<file path="src/rtl/fpu_pkg.sv">
// Opcodes, FSM states and per-issue tag shared by the FPU arbiter slice.
package fpu_pkg;

    localparam logic [1:0] OP_ADD = 2'b00;
    localparam logic [1:0] OP_SUB = 2'b01;
    localparam logic [1:0] OP_MUL = 2'b10;
    localparam logic [1:0] OP_DIV = 2'b11;

    typedef enum logic [1:0] {
        ISSUE,
        DRAIN,
        DIV_WAIT
    } state_e;

    typedef struct packed {
        logic valid;
        logic requester;
    } tag_t;

endpackage

</file>
<file path="src/rtl/fpu_tag_pipe.sv">
// Fixed-depth tag shift register that follows add/sub/mul through the FPU pipeline.
module fpu_tag_pipe
    import fpu_pkg::*;
#(
    parameter int DEPTH = 3
) (
    input  logic clk,
    input  logic rst,
    input  tag_t tag_in,
    output tag_t tag_head,
    output logic nonempty
);

    tag_t pipe [DEPTH];

    always_ff @(posedge clk or posedge rst) begin
        if (rst) begin
            for (int i = 0; i < DEPTH; i++) pipe[i] <= '0;
        end else begin
            pipe[0] <= tag_in;
            for (int i = 1; i < DEPTH; i++) pipe[i] <= pipe[i-1];
        end
    end

    assign tag_head = pipe[DEPTH-1];

    always_comb begin
        nonempty = 1'b0;
        for (int i = 0; i < DEPTH; i++) nonempty = nonempty | pipe[i].valid;
    end

endmodule

</file>
<file path="src/rtl/fpu_rr_arbiter.sv">
// Round-robin sharing of one FPU between two requesters; pipelined add/sub/mul,
// div serialised through a drain/wait sequence.
module fpu_rr_arbiter
    import fpu_pkg::*;
#(
    parameter int FPU_LATENCY = 3,
    parameter int DIV_LATENCY = 12
) (
    input  logic        CLK,
    input  logic        RST,
    input  logic        Req0Valid,
    output logic        Req0Ready,
    input  logic [31:0] Req0Operand1,
    input  logic [31:0] Req0Operand2,
    input  logic [1:0]  Req0Operation,
    input  logic        Req1Valid,
    output logic        Req1Ready,
    input  logic [31:0] Req1Operand1,
    input  logic [31:0] Req1Operand2,
    input  logic [1:0]  Req1Operation,
    output logic [31:0] FpuOperand1,
    output logic [31:0] FpuOperand2,
    output logic [1:0]  FpuOperation,
    input  logic [31:0] FpuResult,
    output logic        Rsp0Valid,
    output logic        Rsp1Valid,
    output logic [31:0] RspResult,
    output logic        Busy
);

    localparam int CW = $clog2(DIV_LATENCY + 1);

    state_e        state, state_nx;
    logic          last_grant;
    logic          hold_vld, hold_req;
    logic          div_owner;
    logic [CW-1:0] div_cnt;
    logic          div_done;

    logic          sel, sel_vld, sel_div, grant;
    logic [1:0]    sel_op;
    tag_t          tag_in, tag_head;
    logic          tag_busy;

    // A div parked in DRAIN keeps its grant so it cannot be overtaken on return.
    always_comb begin
        sel = ~last_grant;
        if (hold_vld)                    sel = hold_req;
        else if (Req0Valid && !Req1Valid) sel = 1'b0;
        else if (Req1Valid && !Req0Valid) sel = 1'b1;
    end

    assign sel_vld  = sel ? Req1Valid : Req0Valid;
    assign sel_op   = sel ? Req1Operation : Req0Operation;
    assign sel_div  = (sel_op == OP_DIV);
    assign div_done = (state == DIV_WAIT) && (div_cnt == CW'(DIV_LATENCY - 1));

    always_comb begin
        state_nx = state;
        grant    = 1'b0;
        case (state)
            ISSUE: begin
                if (sel_vld) begin
                    if (sel_div && tag_busy) begin
                        state_nx = DRAIN;
                    end else begin
                        grant = 1'b1;
                        if (sel_div) state_nx = DIV_WAIT;
                    end
                end
            end
            DRAIN:    if (!tag_busy) state_nx = ISSUE;
            DIV_WAIT: if (div_done)  state_nx = ISSUE;
            default:  state_nx = ISSUE;
        endcase
    end

    assign Req0Ready = grant & ~sel;
    assign Req1Ready = grant & sel;

    assign tag_in.valid     = grant & ~sel_div;
    assign tag_in.requester = sel;

    fpu_tag_pipe #(.DEPTH(FPU_LATENCY)) u_tag_pipe (
        .clk      (CLK),
        .rst      (RST),
        .tag_in   (tag_in),
        .tag_head (tag_head),
        .nonempty (tag_busy)
    );

    always_ff @(posedge CLK or posedge RST) begin
        if (RST) begin
            state        <= ISSUE;
            last_grant   <= 1'b1;
            hold_vld     <= 1'b0;
            hold_req     <= 1'b0;
            div_owner    <= 1'b0;
            div_cnt      <= '0;
            FpuOperand1  <= '0;
            FpuOperand2  <= '0;
            FpuOperation <= '0;
            Rsp0Valid    <= 1'b0;
            Rsp1Valid    <= 1'b0;
            RspResult    <= '0;
        end else begin
            state <= state_nx;

            if (grant) begin
                last_grant   <= sel;
                FpuOperand1  <= sel ? Req1Operand1 : Req0Operand1;
                FpuOperand2  <= sel ? Req1Operand2 : Req0Operand2;
                FpuOperation <= sel_op;
                if (sel_div) div_owner <= sel;
            end

            if (grant) begin
                hold_vld <= 1'b0;
            end else if (state == ISSUE && state_nx == DRAIN) begin
                hold_vld <= 1'b1;
                hold_req <= sel;
            end

            if (state == DIV_WAIT && !div_done) div_cnt <= div_cnt + 1'b1;
            else                                div_cnt <= '0;

            // Pipeline retire and div completion never coincide: div waits for an empty pipe.
            Rsp0Valid <= 1'b0;
            Rsp1Valid <= 1'b0;
            if (tag_head.valid) begin
                RspResult <= FpuResult;
                Rsp0Valid <= ~tag_head.requester;
                Rsp1Valid <= tag_head.requester;
            end else if (div_done) begin
                RspResult <= FpuResult;
                Rsp0Valid <= ~div_owner;
                Rsp1Valid <= div_owner;
            end
        end
    end

    assign Busy = (state != ISSUE) | tag_busy | Rsp0Valid | Rsp1Valid;

endmodule
</file>
<file path="config.mk">
export PLATFORM = sky130hd
export DESIGN_NAME = fpu_rr_arbiter
export DESIGN_NICKNAME = d
export VERILOG_FILES = /design/src/rtl/fpu_pkg.sv /design/src/rtl/fpu_tag_pipe.sv /design/src/rtl/fpu_rr_arbiter.sv
export SDC_FILE = /design/constraint.sdc
export NUM_CORES = 1
export LEC_CHECK = 0
export BUFFER_PORTS_ARGS = -buffer_cell sky130_fd_sc_hd__buf_2
export CAP_MARGIN = 15
export CORE_MARGIN = 2
export CORE_UTILIZATION = 40
export CTS_CLUSTER_DIAMETER = 30
export CTS_CLUSTER_SIZE = 16
export DETAILED_ROUTE_END_ITERATION = 8
export PLACE_DENSITY = 0.82
export SLEW_MARGIN = 0
export SYNTH_ARGS = -nofsm -noshare
export SYNTH_HDL_FRONTEND = slang
export SYNTH_SLANG_ARGS = --single-unit
</file>
<file path="constraint.sdc">
create_clock -name CLK -period 4.9 [get_ports CLK]
set_clock_uncertainty 0.2 [all_clocks]
set_input_delay 1.225 -clock CLK [delete_from_list [all_inputs] [get_ports CLK]]
set_output_delay 1.225 -clock CLK [all_outputs]
set_load 0.01 [all_outputs]
</file>
After elaboration in Yosys (flattened, before gate mapping)
Index checks and enable logic that the tools add are counted.
- memories: 0
- latch bits: 0
- memory bits (read-only): 0
- output and inout port bits: 103
- bits in writable memories: 0
- logic and storage cells: 78
- input port bits: 168
- register bits after elaboration: 116
- divide/modulo/power cells: 0
- bitwise operators: 14
- mux-type cells: 25
- eq/ne operators: 5
- shift operators: 0
- order comparisons: 0
- reduce and logical (&&, ||, !) cells: 15
- add/subtract/negate cells: 1
- multipliers: 0
- operators by type and width (operator ; number):
    2-to-1 mux 32 bit ; 4
    2-to-1 mux 1 bit ; 13
    2-to-1 mux 2 bit ; 6
    logical AND 1 bit ; 6
    inverter 1 bit ; 6
    one-hot mux 2 bit (3 select lines) ; 1
    nonzero test 2 bit ; 3
    OR 1 bit ; 5
    adder 4 x 1 -> 4 bit (second input constant) ; 1
    equality test 2 x 1 -> 1 bit (second input constant) ; 2
    equality test 2 bit (second input constant) ; 2
    equality test 4 bit (second input constant) ; 1
    2-to-1 mux 4 bit ; 1
    AND reduction 2 bit ; 2
    AND 1 bit ; 3
    zero test 1 bit ; 3
    zero test 2 bit ; 1

Logic depth before layout (Yosys ltp)
Gate-level depths: netlist of the first run.
- depth in word-level cells: 15
- gate-level depth with buffers: 8
- mapped depth without buffers: 6

Hierarchy
From an unflattened synthesis of the first run, not the netlist that was laid out.
- cell total of the unflattened synthesis: 493
- area, all modules: 5241.3 µm²
- modules (own cells, without submodules) (module ; seq. area each (µm²) ; cells each ; area an instance (µm²) ; instances):
    fpu_rr_arbiter ; 2753.9 ; 483 ; 5066.1 ; 1
    fpu_tag_pipe ; 150.1 ; 10 ; 175.2 ; 1

Worst setup path after synthesis of the first run
No wires, ideal clock.
- path type: input to output
- start: in Req1Valid
- end: out Req0Ready
- required time: 3475 ps
- buffers on the path: 2
- data arrival time: 2604 ps
- stages on the path: 7
- path slack: 871 ps
- cell sequence: a21boi_1 nor2_1 mux2_2 o311ai_2 buf_6 buf_6 nor2_1
- longest elaborated chain between the ends: 11
- elaborated cells on any way between the ends: 15
- those cells by class: eq/ne: 1; mux: 8; bitwise: 2; reduce/logical: 4
- RTL lines (element ; RTL line ; text):
    start, declared ; fpu_rr_arbiter.sv:16 ; input logic Req1Valid,
    logical AND 1 bit / zero test 1 bit (equally long branches) ; fpu_rr_arbiter.sv:50, fpu_rr_arbiter.sv:49 ;
    2-to-1 mux 1 bit / logical AND 1 bit (equally long branches) ; fpu_rr_arbiter.sv:50, fpu_rr_arbiter.sv:49 ;
    2-to-1 mux 1 bit ; fpu_rr_arbiter.sv:49 ; else if (Req0Valid && !Req1Valid) sel = 1'b0;
    2-to-1 mux 1 bit ; fpu_rr_arbiter.sv:48 ; if (hold_vld) sel = hold_req;
    2-to-1 mux 2 bit ; fpu_rr_arbiter.sv:54 ; assign sel_op = sel ? Req1Operation : Req0Operation;
    equality test 2 bit ; fpu_rr_arbiter.sv:55 ; assign sel_div = (sel_op == OP_DIV);
    logical AND 1 bit ; fpu_rr_arbiter.sv:64 ; if (sel_div && tag_busy) begin
    2-to-1 mux 1 bit ; fpu_rr_arbiter.sv:64 ;
    2-to-1 mux 1 bit ; fpu_rr_arbiter.sv:63 ; if (sel_vld) begin
    2-to-1 mux 1 bit ; fpu_rr_arbiter.sv:61 ; case (state)
    AND 1 bit * ; fpu_rr_arbiter.sv:78 ; assign Req0Ready = grant & ~sel;
    end, declared ; fpu_rr_arbiter.sv:12 ; output logic Req0Ready,
Mark *: on every way between the ends. The rest lies on a longest branch, timed or not.

Worst setup path in the final report of the first run
Same ends and word-level chain as after synthesis.

==> results of run 1 <==
-- metal layers --
| metal | share of wire (%) | vias to the layer above | wire, µm | GRT usage [%] |
|---|---|---|---|---|
| li1 | - | 2196 | - | - |
| met1 | 39 | 2071 | 5100 | 20.8 |
| met2 | 51 | 190 | 6580 | 34.2 |
| met3 | 7.3 | 32 | 949 | 5.55 |
| met4 | 2.9 | 0 | 384 | 9.23 |
| met5 | 0 | - | 0 | 0 |
-- path summary, 6_finish.rpt --
| check | from | end | slack [ns] | cells after the start |
|---|---|---|---|---|
| max in group asynchronous | RST | RspResult[16] | 2.85 | 3 |
| worst min-delay path | u_tag_pipe.pipe[4] | u_tag_pipe.pipe[2] | 0.15 | 0 |
| worst max-delay path | Req1Valid | Req0Ready | 0.88 | 7 |
| worst min register to register | u_tag_pipe.pipe[4] | u_tag_pipe.pipe[2] | 0.15 | 0 |
| worst max register to register | last_grant | FpuOperand2[14] | 1.85 | 6 |
| min in group asynchronous | RST | RspResult[12] | 0.83 | 2 |
-- logic make-up after synthesis --
logic type / Yosys count / synth area share (%)
buffers and inverters: 30 / 2.55
AOI/OAI and AO/OA: 22 / 3.07
xor gates and xnor gates: 2 / 0.333
and+or+nand+nor: 228 / 16.8
DFF: 116 / 55.2
adders and majority gates: 1 / 0.238
muxes: 100 / 21.8
-- cell usage after synthesis (2+ instances only) --
| master | instances | area (µm²) |
|---|---|---|
| o31ai_1 | 2 | 15.0 |
| mux2i_1 | 2 | 20.0 |
| nand2_1 | 203 | 762 |
| inv_1 | 4 | 15.0 |
| a21oi_1 | 4 | 20.0 |
| o21ai_0 | 5 | 25.0 |
| nand3_1 | 4 | 20.0 |
| buf_2 | 5 | 25.0 |
| mux2_2 | 92 | 1040 |
| nor2b_1 | 3 | 18.8 |
| clkbuf_1 | 18 | 67.6 |
| a32oi_1 | 2 | 17.5 |
| dfrtp_1 | 115 | 2880 |
| nor2_1 | 12 | 45.0 |
| mux2_4 | 6 | 90.1 |
| buf_6 | 2 | 22.5 |
-- worst reg2reg max path: cells and delay by family (launching register included) --
| family | cells | cell delay (ns) |
|---|---|---|
| and+or+nand+nor | 1 | 0.18 |
| muxes | 2 | 0.87 |
| AOI/OAI and AO/OA | 2 | 0.41 |
| DFF | 1 | 0.54 |
| buffers and inverters | 1 | 0.73 |
-- area by class of cell --
cell class	count	area share [%]
clock buffers	23	6.57
clock inverters	9	1.40
inverters	5	0.287
multi-input cells	353	30.5
flip-flops and latches	116	39.1
well taps	172	2.90
repair buffers	278	19.2
-- registers in the layout, summed over array words and instances, names as in the netlist, 2 cells and up --
register,cells
FpuOperation,2
u_tag_pipe.tag_head,2
u_tag_pipe.pipe,4
FpuOperand1,32
div_cnt,4
FpuOperand2,32
RspResult,32
state,2
-- per-stage QoR --
step | util, % | power, W | setup slack [ns] | cells | area, µm²
5_1_grt | 58.3 | 0.00583 | 0.818 | 956 | 7420
4_1_cts | 58.1 | 0.00548 | 0.902 | 954 | 7390
3_3_place_gp | 53.4 | 0.00415 | 0.931 | 922 | 6800
3_5_place_dp | 53.4 | 0.00424 | 0.907 | 922 | 6800
6_report | 58.3 | 0.00543 | 0.881 | 956 | 7420
2_1_floorplan | - | 0.00339 | 0.404 | 499 | 5260
-- report_power, final --
group | total, W | switching (W) | internal [W] | leakage (nW)
combinational | 0.00253 | 0.00131 | 0.00122 | 2.29
clock | 0.00121 | 0.000410 | 0.000798 | 0.289
sequential | 0.00170 | 0.000248 | 0.00145 | 1.40
==> results.sh, run 1 <==
export IMPL_holdWs_ns=0.154
export IMPL_antenna_left=0
export IMPL_synthFlopType="dfrtp_1"
export IMPL_antenna_found_initial=0
export IMPL_drc=0
export IMPL_hp_class="register to register"
export IMPL_worst_pin_slew_ns=0.916
export IMPL_arrival_ns=2.59
export IMPL_postCtsHoldBufs=0
export IMPL_synth_edf_count=0
export IMPL_rsz0062_at_grt="false"
export IMPL_clk_latency_ns=0.40
export IMPL_clkTransAtPathRegs_ns=0.05
export IMPL_fill_cells=1103
export IMPL_final_common_cell="buf_2"
export IMPL_h_tree_depth=4
export IMPL_post_dp_hpwl_um=9360
export IMPL_drtIter0Drc=162
export IMPL_slowest_stage="mux2_2"
export IMPL_final_cell_mix="buf_2 (270), nand2_1 (203), dfrtp_1 (115)"
export IMPL_cts_tree="yes"
export IMPL_p_leak_nw=3.97
export IMPL_ys_types=36
export IMPL_vias=4489
export IMPL_layout_nets=940
export IMPL_pin_count=271
export IMPL_critPathCaptureType="output pin"
export IMPL_yosysWarnings=0
export IMPL_syn_area_mm2=0.00526
export IMPL_rows=41
export IMPL_hold_viol_final=0
export IMPL_root_buffer="clkbuf_16"
export IMPL_ir_worst_vdd_mv=0.394
export IMPL_grt_usage_pct=19.2
export IMPL_drive_gt1_share_pct=52.6
export IMPL_slowest_delay_ns=0.38
export IMPL_syn2layout_area_growth_pct=41.2
export IMPL_wl_um=13000
export IMPL_cts_buffer_depth=2
export IMPL_finalSetupViolCount=0
export IMPL_path_class="input port to output pin"
export IMPL_cp_data_required_time_ns=3.47
export IMPL_postSynthCellCount=499
export IMPL_ff_latch_area_mm2=0.00290
export IMPL_cts_buffers=17
export IMPL_post_cts_buffers=0
export IMPL_fp_dieH_um=119
export IMPL_max_cap_viol_count=0
export IMPL_syn_nets=668
export IMPL_async_flop_share_pct=100
export IMPL_multi_input_area_mm2=0.00226
export IMPL_avgSynthCellArea_um2=10.5
export IMPL_cp_num_buf_inv=2
export IMPL_crit_chain="buf_2 -> a21boi_1 -> nor2_1 -> mux2_2 -> o311ai_4 -> nor2_1 -> buf_2"
export IMPL_yosysSeqAreaShare_pct=55.2
export IMPL_slew_viol_final=0
export IMPL_post_cts_resized=0
export IMPL_crit_family="compound AO/OA/AOI/OAI gates"
export IMPL_cp_start_kind="input port"
export IMPL_antennaDiodeCount=0
export IMPL_ys_ff_latch=116
export IMPL_numClockSinks=116
export IMPL_gp_congestion=0.790
export IMPL_wl_per_cell_um=13.6
export IMPL_timing_final_crit_share_pct=82.0
export IMPL_routed_via_density=4.70
export IMPL_overflow=0
export IMPL_dieArea_mm2=0.0141
export IMPL_cp_max_fo=3
export IMPL_grt_pass1_vias=4631
export IMPL_drt_first_pass_iters=4
export IMPL_fin_setup_tns_ns=0
export IMPL_fmax_mhz=249
export IMPL_grt_pass1_wl_um=21600
export IMPL_die_x_um=119
export IMPL_start_util_pct=41.3
export IMPL_fin_crit_ns=4.02
export IMPL_coreArea_mm2=0.0127
export IMPL_status="finished clean"
export IMPL_power_density_mw_per_mm2=732
export IMPL_slew_headroom_pct=39.0
export IMPL_grt_max_degree=78
export IMPL_port_buffers=270
No activity file was read; power rests on OpenSTA's default activity.
==> run 2, diff against run 1 <==
==> constraint.sdc (replaced) <==
create_clock -name CLK -period 4.1 [get_ports CLK]
set_clock_uncertainty 0.2 [all_clocks]
set_input_delay 1.025 -clock CLK [delete_from_list [all_inputs] [get_ports CLK]]
set_output_delay 1.025 -clock CLK [all_outputs]
set_load 0.01 [all_outputs]
==> run 2 against run 1 <==
Die area unchanged. Clock power increased by 30%. Clock-buffer cell count unchanged. First-iteration DRC count increased by 81%. Non-clock buffer count unchanged. Core utilization increased by 0.58 points. Final cell count unchanged. Combinational power increased by 20%. Global-route usage decreased by 0.15 points. Power increased by 22%. Critical path type unchanged. Largest cell class unchanged.
==> results.sh, run 2 (synthesis gave the netlist of run 1 again) <==
export IMPL_ff_latch_area_mm2=0.00290
export IMPL_ir_worst_vdd_mv=0.408
export IMPL_clk_latency_ns=0.40
export IMPL_cts_buffers=17
export IMPL_cp_start_kind="input port"
export IMPL_h_tree_depth=4
export IMPL_syn2layout_area_growth_pct=42.6
export IMPL_antenna_found_initial=0
export IMPL_overflow=0
export IMPL_final_cell_mix="buf_2 (270), nand2_1 (203), dfrtp_1 (115)"
export IMPL_drc=0
export IMPL_fill_cells=1089
export IMPL_grt_pass1_wl_um=21600
export IMPL_drt_first_pass_iters=5
export IMPL_rows=41
export IMPL_root_buffer="clkbuf_16"
export IMPL_layout_nets=940
export IMPL_gp_congestion=0.793
export IMPL_arrival_ns=2.51
export IMPL_drtIter0Drc=294
export IMPL_status="finished clean"
export IMPL_post_cts_resized=0
export IMPL_routed_via_density=4.73
export IMPL_path_class="input port to output pin"
export IMPL_hold_viol_final=0
export IMPL_fp_dieH_um=119
export IMPL_vias=4520
export IMPL_critPathCaptureType="output pin"
export IMPL_die_x_um=119
export IMPL_top_regs="FpuOperand1 (32), FpuOperand2 (32), RspResult (32)"
export IMPL_start_util_pct=41.3
export IMPL_grt_max_degree=80
export IMPL_dp_cells=923
export IMPL_wl_um=12800
export IMPL_slew_headroom_pct=44.6
export IMPL_rsz0062_at_grt="false"
export IMPL_fin_setup_tns_ns=0
export IMPL_drive_gt1_share_pct=52.7
export IMPL_cts_buffer_depth=2
export IMPL_place_area_mm2=0.00683
export IMPL_post_dp_hpwl_um=9330
export IMPL_fin_crit_ns=3.74
export IMPL_fmax_mhz=267
export IMPL_max_cap_viol_count=0
export IMPL_pin_count=271
export IMPL_p_total_w=0.00663
export IMPL_dieArea_mm2=0.0141
export IMPL_cp_max_fo=5
export IMPL_multi_input_area_mm2=0.00226
export IMPL_grt_usage_pct=19.1
export IMPL_p_leak_nw=4.00
export IMPL_wl_per_cell_um=13.3
export IMPL_grt_pass1_vias=4627
export IMPL_hp_class="register to register"
export IMPL_antenna_left=0
export IMPL_port_buffers=270
export IMPL_stdcell_area_mm2=0.00750
export IMPL_timing_final_crit_share_pct=91.2
export IMPL_cp_data_required_time_ns=2.87
export IMPL_final_common_cell="buf_2"
export IMPL_power_density_mw_per_mm2=885
export IMPL_worst_pin_slew_ns=0.829
export IMPL_numClockSinks=116
export IMPL_coreArea_mm2=0.0127
export IMPL_postCtsHoldBufs=0
export IMPL_antennaDiodeCount=0
export IMPL_final_cells=956
export IMPL_cts_tree="yes"
export IMPL_clkTransAtPathRegs_ns=0.05
export IMPL_post_cts_buffers=0
export IMPL_finalSetupViolCount=0
export IMPL_slew_viol_final=0
## run 2: changes by cell type in the layout (fill, tap and decap cells not counted)
cell / change
clkinvlp_4: -1
buf_12: +1
inv_4: -1
dlymetal6s2s_1: -1
buf_16: +1
buf_4: -1
bufinv_16: +2
## run 2: path summary, 6_finish.rpt
check,slack (ns),cells past startpoint,end,from
worst min register to register,0.15,0,u_tag_pipe.pipe[2],u_tag_pipe.pipe[4]
max in group asynchronous,2.25,3,last_grant,RST
worst min-delay path,0.15,0,u_tag_pipe.pipe[2],u_tag_pipe.pipe[4]
min in group asynchronous,0.58,2,FpuOperand2[17],RST
worst max-delay path,0.36,7,Req0Ready,Req1Valid
worst max register to register,1.32,6,FpuOperand2[11],last_grant
## run 2: power breakdown
| part | internal [W] | switching [W] | leakage, nW | total (W) |
|---|---|---|---|---|
| Clock | 0.00108 | 0.000495 | 0.317 | 0.00157 |
| Combinational | 0.00148 | 0.00156 | 2.29 | 0.00304 |
| Sequential | 0.00173 | 0.000286 | 1.40 | 0.00202 |
| Total | 0.00429 | 0.00234 | 4.00 | 0.00663 |
## run 2: final cells by class
type                    count  area share (%)
repair buffers            278            19.4
clock buffers              23            6.51
multi-input cells         353            30.2
inverters                   5           0.300
clock inverters             9            1.99
well taps                 172            2.87
flip-flops and latches    116            38.7
## run 2: critical path, stage by stage
cell and delay (ns):
buf_2 0.11, a21boi_1 0.15, nor2_1 0.16, mux2_2 0.38, o311ai_4 0.44, nor2_1 0.09, buf_2 0.15
## run 2: stage by stage
stage / setup WS, ns / utilization [%] / hold slack [ns]
2_1_floorplan: 0.471 / - / 0.131
3_3_place_gp: 0.383 / 53.7 / 0.132
3_5_place_dp: 0.377 / 53.7 / 0.139
4_1_cts: 0.367 / 58.7 / 0.151
5_1_grt: 0.246 / 58.9 / 0.169
6_report: 0.362 / 58.9 / 0.150
## run 2: metal layers
layer | vias up | part of all wire, % | track usage [%]
met4 | 0 | 2.6 | 8.56
met3 | 27 | 7.7 | 6.03
met5 | - | 0 | 0
met2 | 206 | 50 | 32.2
li1 | 2193 | - | -
met1 | 2094 | 39 | 22.0
